## config.mk

```make
export PLATFORM = sky130hd
export DESIGN_NAME = mem_port_arbiter
export DESIGN_NICKNAME = d
export VERILOG_FILES = /design/src/rtl/mem_port_arbiter.sv
export SDC_FILE = /design/constraint.sdc
export NUM_CORES = 1
export LEC_CHECK = 0
export ABC_AREA = 1
export CAP_MARGIN = 40
export CELL_PAD_IN_SITES_DETAIL_PLACEMENT = 1
export CELL_PAD_IN_SITES_GLOBAL_PLACEMENT = 1
export CORE_MARGIN = 1.5
export CORE_UTILIZATION = 31
export DETAILED_ROUTE_END_ITERATION = 16
export PLACE_DENSITY_LB_ADDON = 0.2
export SYNTH_ARGS = -nofsm -noshare
export SYNTH_HDL_FRONTEND = slang
export SYNTH_SLANG_ARGS = --single-unit
```

## constraint.sdc

```tcl
create_clock -name clk -period 4.57 [get_ports clk]
set_clock_uncertainty 0.2 [all_clocks]
set_input_delay 1.1425 -clock clk [delete_from_list [all_inputs] [get_ports clk]]
set_output_delay 1.1425 -clock clk [all_outputs]
set_load 0.02 [all_outputs]
```

## src/rtl/mem_port_arbiter.sv

```systemverilog
// Shares one memory port between instruction fetch (IF) and data load/store (D).
// One transaction in flight; D has fixed priority, bounded by a starvation counter
// that forces an IF grant after STARVE_LIMIT consecutive D grants while IF waits.
module mem_port_arbiter #(
  parameter int unsigned ADDR_W       = 32,
  parameter int unsigned DATA_W       = 32,
  parameter int unsigned STARVE_LIMIT = 4,
  parameter int unsigned TIMEOUT      = 255
) (
  input  logic              clk,
  input  logic              reset,
  input  logic              if_req_valid,
  output logic              if_req_ready,
  input  logic [ADDR_W-1:0] if_req_addr,
  output logic              if_rsp_valid,
  output logic [DATA_W-1:0] if_rsp_data,
  input  logic              d_req_valid,
  output logic              d_req_ready,
  input  logic [ADDR_W-1:0] d_req_addr,
  input  logic              d_req_we,
  input  logic [DATA_W-1:0] d_req_wdata,
  output logic              d_rsp_valid,
  output logic [DATA_W-1:0] d_rsp_data,
  output logic              mem_req_valid,
  input  logic              mem_req_ready,
  output logic [ADDR_W-1:0] mem_addr,
  output logic              mem_we,
  output logic [DATA_W-1:0] mem_wdata,
  input  logic              mem_rsp_valid,
  input  logic [DATA_W-1:0] mem_rsp_data,
  output logic              err_timeout
);

  localparam int unsigned SC_W  = $clog2(STARVE_LIMIT + 1);
  localparam int unsigned TMO_W = $clog2(TIMEOUT + 1);

  typedef enum logic [1:0] {
    IDLE     = 2'd0,
    ISSUE    = 2'd1,
    WAIT_RSP = 2'd2
  } state_t;

  state_t            state;
  logic [SC_W-1:0]   starve_cnt;
  logic [TMO_W-1:0]  tmo_cnt;
  logic              owner_d;
  logic              starve_hit_c;
  logic              grant_d_c;
  logic              grant_if_c;

  // Arbitration: ready goes combinationally to the winner, only while idle
  assign starve_hit_c = (starve_cnt == SC_W'(STARVE_LIMIT));
  assign grant_d_c    = (state == IDLE) && d_req_valid && !(if_req_valid && starve_hit_c);
  assign grant_if_c   = (state == IDLE) && if_req_valid && !grant_d_c;
  assign d_req_ready  = grant_d_c;
  assign if_req_ready = grant_if_c;

  // Transaction FSM with registered memory-side and response-side outputs
  always_ff @(posedge clk) begin
    if (reset) begin
      state         <= IDLE;
      starve_cnt    <= '0;
      tmo_cnt       <= '0;
      owner_d       <= 1'b0;
      mem_req_valid <= 1'b0;
      mem_addr      <= '0;
      mem_we        <= 1'b0;
      mem_wdata     <= '0;
      if_rsp_valid  <= 1'b0;
      if_rsp_data   <= '0;
      d_rsp_valid   <= 1'b0;
      d_rsp_data    <= '0;
      err_timeout   <= 1'b0;
    end else begin
      if_rsp_valid <= 1'b0;
      d_rsp_valid  <= 1'b0;
      case (state)
        IDLE: begin
          if (grant_d_c) begin
            mem_addr      <= d_req_addr;
            mem_we        <= d_req_we;
            mem_wdata     <= d_req_wdata;
            owner_d       <= 1'b1;
            mem_req_valid <= 1'b1;
            state         <= ISSUE;
            if (!if_req_valid) begin
              starve_cnt <= '0;
            end else if (!starve_hit_c) begin
              starve_cnt <= starve_cnt + SC_W'(1);
            end
          end else if (grant_if_c) begin
            mem_addr      <= if_req_addr;
            mem_we        <= 1'b0;
            mem_wdata     <= '0;
            owner_d       <= 1'b0;
            mem_req_valid <= 1'b1;
            state         <= ISSUE;
            starve_cnt    <= '0;
          end
        end
        ISSUE: begin
          if (mem_req_ready) begin
            mem_req_valid <= 1'b0;
            tmo_cnt       <= '0;
            state         <= WAIT_RSP;
          end
        end
        WAIT_RSP: begin
          // A response on the timeout cycle still counts as a normal completion
          if (mem_rsp_valid) begin
            if (owner_d) begin
              d_rsp_valid <= 1'b1;
              d_rsp_data  <= mem_we ? '0 : mem_rsp_data;
            end else begin
              if_rsp_valid <= 1'b1;
              if_rsp_data  <= mem_rsp_data;
            end
            state <= IDLE;
          end else if (tmo_cnt == TMO_W'(TIMEOUT - 1)) begin
            err_timeout <= 1'b1;
            if (owner_d) begin
              d_rsp_valid <= 1'b1;
              d_rsp_data  <= '0;
            end else begin
              if_rsp_valid <= 1'b1;
              if_rsp_data  <= '0;
            end
            state <= IDLE;
          end else begin
            tmo_cnt <= tmo_cnt + TMO_W'(1);
          end
        end
        default: state <= IDLE;
      endcase
    end
  end

endmodule

```

; Word level (Yosys, flattened, before mapping)
; Cells that the tools add are included.
[classes]
magnitude_cmp = 0
mux = 40
n_div = 0
n_bitwise = 3
eq_ne = 10
mul = 0
shifts = 0
reduce_logical = 21
addsub = 2
[ops]
columns = cell, count
row1 = 2-to-1 mux 32 bit, 13
row2 = 2-to-1 mux 8 bit, 3
row3 = AND reduction 3 bit, 6
row4 = one-hot mux 8 bit (2 select lines), 1
row5 = 2-to-1 mux 1 bit, 12
row6 = 2-to-1 mux 3 bit, 4
row7 = 2-to-1 mux 2 bit, 5
row8 = inequality test 3 bit (second input constant), 3
row9 = adder 8 x 1 -> 8 bit (second input constant), 1
row10 = equality test 8 bit (second input constant), 1
row11 = nonzero test 2 bit, 4
row12 = inequality test 2 bit (second input constant), 3
row13 = one-hot mux 2 bit (3 select lines), 1
row14 = logical AND 1 bit, 5
row15 = AND reduction 4 bit, 1
row16 = adder 3 x 1 -> 3 bit (second input constant), 1
row17 = equality test 3 bit (second input constant), 1
row18 = NOT 1 bit, 3
row19 = equality test 2 x 1 -> 1 bit (second input constant), 1
row20 = equality test 2 bit (second input constant), 1
row21 = logical NOT 1 bit, 2
row22 = logical NOT 2 bit, 1
row23 = one-hot mux 1 bit (2 select lines), 1
row24 = AND reduction 2 bit, 1
row25 = OR reduction 2 bit, 1
[totals]
latchBits = 0
wordCells = 89
regBits = 147
mem_bits_rw = 0
mem_bits_ro = 0
memories = 0
out_inout_bits = 135

; Longest topological paths before layout
; Gate-level depths: netlist (run 1).
[depth]
word_depth = 9
ltp_mapped = 12
depth_no_buf = 11

; Worst setup path before layout (run 1)
; Ideal clock, no wire load.
[synth_path]
kind = input-to-output
from = input port if_req_valid
to = output port if_req_ready
slack_ns = 1.326
required_time_ns = 3.228
t_arrival_ns = 1.901
path_stages = 5
cell_sequence = nand3_1 > nand3_2 > inv_2 > buf_2 > nor2_1
[synth_between]
elab_chain_cells = 5
word_cells_on_any_way = 6
classes_between = reduce/logical (6)
[synth_lines]
columns = item, line
row1 = "start, declared", 12  ; input logic if_req_valid,
row2 = logical AND 1 bit, 53  ; assign grant_d_c = (state == IDLE) && d_req_valid && !(if_req_valid && starve_hit_c);
row3 = logical NOT 1 bit, 53
row4 = logical AND 1 bit, 53
row5 = logical NOT 1 bit, 54  ; assign grant_if_c = (state == IDLE) && if_req_valid && !grant_d_c;
row6 = logical AND 1 bit *, 54
row7 = "end, declared", 13  ; output logic if_req_ready,
; Mark *: on every way between the ends. The rest lies on a longest branch, timed or not.

; Worst setup path after layout (run 1)
; Same ends and word-level chain as after synthesis.

==> impl_metrics.yaml, run 1 <==
outcome:
  status: "finished clean"
global_route:
  antenna_found_initial: 0
  grt_max_degree: 69
  grt.overflow.total: 0
  gr-usage-all-layers_pct: 21.88
  grt.busiest_layer: "met2"
  grt_pass1_vias: 7409
  grt.met3_usage_pct: 8.140
  use_met2_pct: 36.47
  grt_util_met1_pct: 26.59
  grt_pass1_wl_um: 38360
routing:
  postRouteAntennaNets: 0
  vias: 7203
  dr.pass1.iters: 4
  drt_iter0_markers: 318
  drc: 0
  via_per_inst: 4.632
  wl_um: 24040
  wl_per_cell_um: 15.46
clock_network:
  cts.htree.levels: 4
  cts-buffers-inserted: 17
  holdBufCountCts: 0
  cts_setup_buffers: 0
  clkLatencyLatePin_ps: 420
  clk_pin_slew_ps: 60
  cts_tree: "yes"
  cts_resized: 0
  cts_buffer_depth: 2
  cts-root-buf: "clkbuf_16"
  clock-sinks: 147
setup_path:
  setup.worst_path.start_class: "input port"
  rrSetupSlack_ps: 1760
  crit_required_ps: 3230
  arrival_ps: 2780
  crit_type: "input port to primary output"
  crit_path_end_kind: "primary output"
  worst-path-max-fanout: 6
synthesis:
  synth_warnings: 0
  synth-edff-count: 0
  netlist_top_cells_area: "dfxtp_1 (44%), nand2_1 (20%), nor2_1 (9.7%)"
  synth-seq-cells: 147
  ys_types: 26
  seq_area_frac_synth_pct: 44.03
  syn_area_per_cell_um2: 6.470
  syn_nets: 1172
  synthCells: 1033
  synth_area_um2: 6684
  yosys.area.top_type: "dfxtp_1"
  yosys_most_used_dff: "dfxtp_1"
  synth_top_area_share_pct: 44.03
  async_flop_share_pct: 0
power_and_ir_drop:
  cellPowerDensity_nw_per_um2: 339.6
  sw_frac_of_total_pct: 29.01
  power_leakage_nw: 4.399
  switchingPower_mw: 0.9947
  seq_power_share_pct: 40.5
  irDropWorstVdd_mv: 0.2447
  pwr-share-comb_pct: 20.0
  pwr-share-clk_pct: 39.4
  p_int_mw: 2.434
floorplanning:
  die_h_um: 149.8
  design.die.area_um2: 22450
  core_area_um2: 21090
  rows: 53
  start_util_pct: 31.70
  io_pins: 270
  fp.dieW_um: 149.8
finish:
  final_common_cell: "nand2_1"
  drive_gt1_share_pct: 4.531
  final_cells: 1555
  syn_to_final_growth_pct: 51.07
  num_antenna_cells: 0
  num-nets-final: 1406
  final_cell_mix: "nand2_1 (350), clkdlybuf4s50_1 (267), nor2_1 (172)"
  fin_area_um2: 10100
flow_run:
  cap_violations: 0
sta:
  setup_violations: 0
  worstMarginPinSlew_ps: 847.1
  max_freq_mhz: 242.4
  hold_viol: 0
  min_period_ps: 4126
  rsz0062_at_grt: "no"
  drv_slew: 0
  timing.final.crit_share_pct: 90.29
  fin_tns_setup_ps: 0
  slew_headroom_pct: 43.46
place:
  gp_congestion: 0.7503
  placed_cells: 1523
  port_buffers: 269
  dp.final_hpwl_um: 16570
  dpl-instance-area_um2: 9532
hold_path:
  hp-class: "register to register"
[synthesized netlist by cell type, types with 3 or more instances]
| cell | number |
|---|---|
| dfxtp_1 | 147 |
| nand4_1 | 51 |
| buf_1 | 6 |
| nand3_2 | 3 |
| ha_1 | 4 |
| nand2_1 | 350 |
| inv_1 | 115 |
| o21ai_0 | 36 |
| buf_6 | 3 |
| inv_2 | 5 |
| a21oi_1 | 41 |
| nand3_1 | 29 |
| clkbuf_1 | 30 |
| nor2_1 | 172 |
| buf_2 | 28 |
[cell type report]
| cell class | instances | area [µm²] |
|---|---|---|
| Clock buffer | 20 | 456.7 |
| Clock inverter | 12 | 108.9 |
| Fill cell | 2714 | 10990 |
| Inverter | 122 | 457.9 |
| Multi-Input combinational cell | 697 | 2974 |
| Sequential cell | 147 | 2943 |
| Tap cell | 275 | 344.1 |
| Timing Repair Buffer | 282 | 2813 |
[through the flow]
stage	total power, mW	worst slack [ps]	utilization (%)	hold slack [ps]
after detailed placement	2.110	433.5	45.20	257.0
after CTS	3.476	409.7	47.88	267.8
after global routing	3.597	361.9	47.88	284.2
after global placement	2.101	449.8	45.07	246.7
after floorplan	1.759	1326	-	256.8
final	3.429	443.9	47.88	261.1
[worst max-delay path, stage by stage]
cell and delay, ps:
clkdlybuf4s50_1 580, nand3_1 130, nand3_2 90, inv_2 50, nor2_1 150, clkdlybuf4s50_1 640
[power groups by stage]
stage / Clock [mW] / Sequential, mW / Combinational (mW)
2_1_floorplan: 0 / 1.49 / 0.266
3_3_place_gp: 0 / 1.41 / 0.687
3_5_place_dp: 0 / 1.42 / 0.694
4_1_cts: 1.39 / 1.39 / 0.698
5_1_grt: 1.44 / 1.40 / 0.756
6_report: 1.35 / 1.39 / 0.687
[final timing paths]
| kind | endpoint | depth (start not counted) | start |
|---|---|---|---|
| hold reg to reg | mem_wdata[18]$_SDFFE_PP0P_ | 2 | mem_wdata[18]$_SDFFE_PP0P_ |
| setup reg to reg | if_rsp_data[26]$_SDFFE_PP0P_ | 10 | tmo_cnt[0]$_SDFFE_PP0P_ |
| setup / recovery | if_req_ready | 6 | if_req_valid |
| hold / removal | mem_wdata[18]$_SDFFE_PP0P_ | 2 | mem_wdata[18]$_SDFFE_PP0P_ |
[flip-flops by register name, summed over array words and instances, names as in the netlist]
signal,flops
d_rsp_data,32
d_rsp_valid,1
err_timeout,1
if_rsp_data,32
if_rsp_valid,1
mem_addr,32
mem_req_valid,1
mem_wdata,32
mem_we,1
owner_d,1
starve_cnt,3
state,2
tmo_cnt,8
[layer usage]
| metal | routed length [µm] | vias up |
|---|---|---|
| li1 | - | 3625 |
| met1 | 10380 | 3344 |
| met2 | 11300 | 215 |
| met3 | 2097 | 19 |
| met4 | 259 | 0 |
| met5 | 0 | - |
[kinds of logic after synthesis]
family,share of synthesized area (%)
buffers and inverters,11.48
xor gates and xnor gates,0.1311
AOI/OAI and AO/OA,6.196
and+or+nand+nor,37.27
adders and majority gates,0.7488
DFF,44.03
muxes,0.1498
Note: power is estimated with default switching activity, not from simulation.
==> run 2, diff against run 1 <==
ABC_AREA = 0   (was 1)
SKIP_LAST_GASP = 1   (was not set)
==> run 2 against run 1 <==
  * Total power shrank 2.3%
  * Global-route usage shrank 2.1 points
  * Worst hold slack gained 3.9 ps
  * Design area shrank 11%
  * Count of clock-buffer cells in the layout shrank 1
  * Sequential power is essentially flat
  * Setup slack lost 100 ps
  * Via count shrank 23%
  * Wire length shrank 22%
  * Die area shrank 17%
  * Critical endpoint unchanged
==> impl_metrics.yaml, run 2 <==
outcome:
  status: "finished clean"
setup_path:
  reg2regPathDepth: 5
  setup.worst_path.start_class: "input port"
  crit_path_start: "if_req_valid"
  worst_r2r_endpoint: "mem_addr[16]$_SDFFE_PP0P_"
  crit_end: "if_req_ready"
  rrSetupSlack_ps: 2370
  crit_path_end_kind: "primary output"
  crit_type: "input port to primary output"
  regToRegStartpoint: "state[0]$_SDFFE_PP0P_"
  crit_required_ps: 3230
  arrival_ps: 2890
  worst-path-max-fanout: 9
finish:
  num_antenna_cells: 0
  syn_to_final_growth_pct: 63.63
  final_util_pct: 52.03
  final_cell_mix: "clkdlybuf4s50_1 (267), dfxtp_1 (147), nand2_1 (101)"
  num-nets-final: 964
  area.sequential_um2: 2943
  multi_input_area_um2: 2325
  fillers: 1950
  final_common_cell: "clkdlybuf4s50_1"
  drive_gt1_share_pct: 6.691
clock_network:
  cts_resized: 0
  cts_setup_buffers: 0
  clk_pin_slew_ps: 60
  clock-sinks: 147
  cts_buffer_depth: 2
  clkLatencyLatePin_ps: 410
  holdBufCountCts: 0
  cts-root-buf: "clkbuf_16"
  cts-buffers-inserted: 17
  cts.htree.levels: 4
  cts_tree: "yes"
synthesis:
  yosys_most_used_dff: "dfxtp_1"
  netlist_top_cells_area: "dfxtp_1 (54%), a32o_1 (12%), nand2_1 (7.0%)"
  synth_warnings: 0
  synth.most_common_cell: "dfxtp_1"
  synth-edff-count: 0
  syn_area_per_cell_um2: 9.500
  synth-seq-cells: 147
  synthTopCellsByCount: "dfxtp_1 (147), nand2_1 (102), a32o_1 (64)"
  synth_top_area_share_pct: 53.50
  synthCells: 579
  syn_nets: 718
  yosys.area.top_type: "dfxtp_1"
  synth_area_um2: 5500
  async_flop_share_pct: 0
  seq_area_frac_synth_pct: 53.50
  ys_types: 35
routing:
  via_per_inst: 5.223
  drc: 0
  wl_um: 18840
  drt_iter0_markers: 193
  vias: 5547
  postRouteAntennaNets: 0
  dr.pass1.iters: 4
  wl_per_cell_um: 17.74
power_and_ir_drop:
  cellPowerDensity_nw_per_um2: 372.4
  sw_frac_of_total_pct: 25.15
  power_leakage_nw: 3.165
  power_mw: 3.351
  pwr-share-comb_pct: 15.7
  switchingPower_mw: 0.8428
  seq_power_share_pct: 41.0
  p_int_mw: 2.508
  pwr-share-clk_pct: 43.3
  irDropWorstVdd_mv: 0.2675
floorplanning:
  fp.dieW_um: 136.2
  start_util_pct: 31.80
  die_h_um: 136.2
  design.die.area_um2: 18550
  io_pins: 270
  core_area_um2: 17300
  rows: 48
global_route:
  grt_max_degree: 90
  antenna_found_initial: 0
  grt_pass1_wl_um: 29040
  grt.overflow.total: 0
  gr-usage-all-layers_pct: 19.83
  grt_pass1_vias: 5758
place:
  dp.final_hpwl_um: 13100
  port_buffers: 269
  gp_congestion: 0.7551
sta:
  max_freq_mhz: 236.5
  worstMarginPinSlew_ps: 784.8
  setup_violations: 0
  rsz0062_at_grt: "no"
  min_period_ps: 4229
  hold_viol: 0
  drv_slew: 0
  slew_headroom_pct: 47.68
  fin_tns_setup_ps: 0
  timing.final.crit_share_pct: 92.53
hold_path:
  hp-class: "register to register"
  hold_path_startpoint: "d_rsp_data[16]$_SDFFE_PP0P_"
flow_run:
  cap_violations: 0
## run 2: cell types whose count changed after synthesis, moves of 6 or more
cell      before  now
nand2_1      350  102
buf_1          6    0
nand4_1       51    0
a311oi_1       0   32
o21ai_0       36    1
a32o_1         0   64
nand3_1       29   47
inv_1        115    6
nor2_1       172   42
## run 2: power by group through the flow
| stage | Sequential, mW | Clock (mW) | Combinational (mW) |
|---|---|---|---|
| after floorplan | 1.46 | 0 | 0.169 |
| after global placement | 1.40 | 0 | 0.509 |
| after detailed placement | 1.40 | 0 | 0.530 |
| after CTS | 1.38 | 1.49 | 0.533 |
| after global routing | 1.38 | 1.55 | 0.566 |
| final | 1.37 | 1.45 | 0.527 |
## run 2: final cells by class
type / instances / share of cell area [%]
Clock buffer: 19 / 4.810
Clock inverter: 12 / 2.030
Inverter: 6 / 0.2502
Multi-Input combinational cell: 372 / 25.83
Sequential cell: 147 / 32.70
Tap cell: 225 / 3.128
Timing Repair Buffer: 281 / 31.25
## run 2: per-stage QoR
step,instances,setup slack (ps),instance area (µm²),hold WS (ps)
finish,1062,341.3,9000,265.0
global route,1062,288.3,9000,282.7
CTS,1062,329.4,9000,269.4
detailed placement,1031,341.2,8384,255.2
global placement,1028,344.5,8322,247.1
floorplan,579,1217,5500,260.2
## run 2: logic make-up (layout without fill, tap and decap cells)
group                    Yosys count  count (layout)  synth area share [%]
AO/OA/AOI/OAI                    155             155                 23.07
flip-flops                       147             147                 53.50
multiplexers                       2               2                0.4094
AND/OR/NAND/NOR                  211             211                 17.17
buffers and inverters             60             318                 4.936
adder cells (fa/ha/maj)            4               4                0.9100
## run 2: worst min-delay path by stage
stage / to / slack, ps / cells after the start
2_1_floorplan: starve_cnt[1]$_SDFFE_PP0P_ / 260 / 2
3_3_place_gp: d_rsp_data[13]$_SDFFE_PP0P_ / 250 / 1
3_5_place_dp: if_rsp_data[30]$_SDFFE_PP0P_ / 260 / 1
4_1_cts: d_rsp_data[15]$_SDFFE_PP0P_ / 270 / 1
5_1_grt: d_rsp_data[1]$_SDFFE_PP0P_ / 280 / 1
6_report: d_rsp_data[16]$_SDFFE_PP0P_ / 270 / 1
## run 2: metal layers
metal	wire (µm)	vias to the layer above	GRT usage, %
met2	9404	195	35.24
met4	182	0	5.496
li1	-	2634	-
met1	7522	2704	21.72
met5	0	-	0
met3	1727	14	7.979
## run 2: worst max-delay path: stages
cell and delay (ps):
clkdlybuf4s50_1 550, nand3_1 140, nand3_4 100, inv_1 150, nor2_1 170, clkdlybuf4s50_1 620
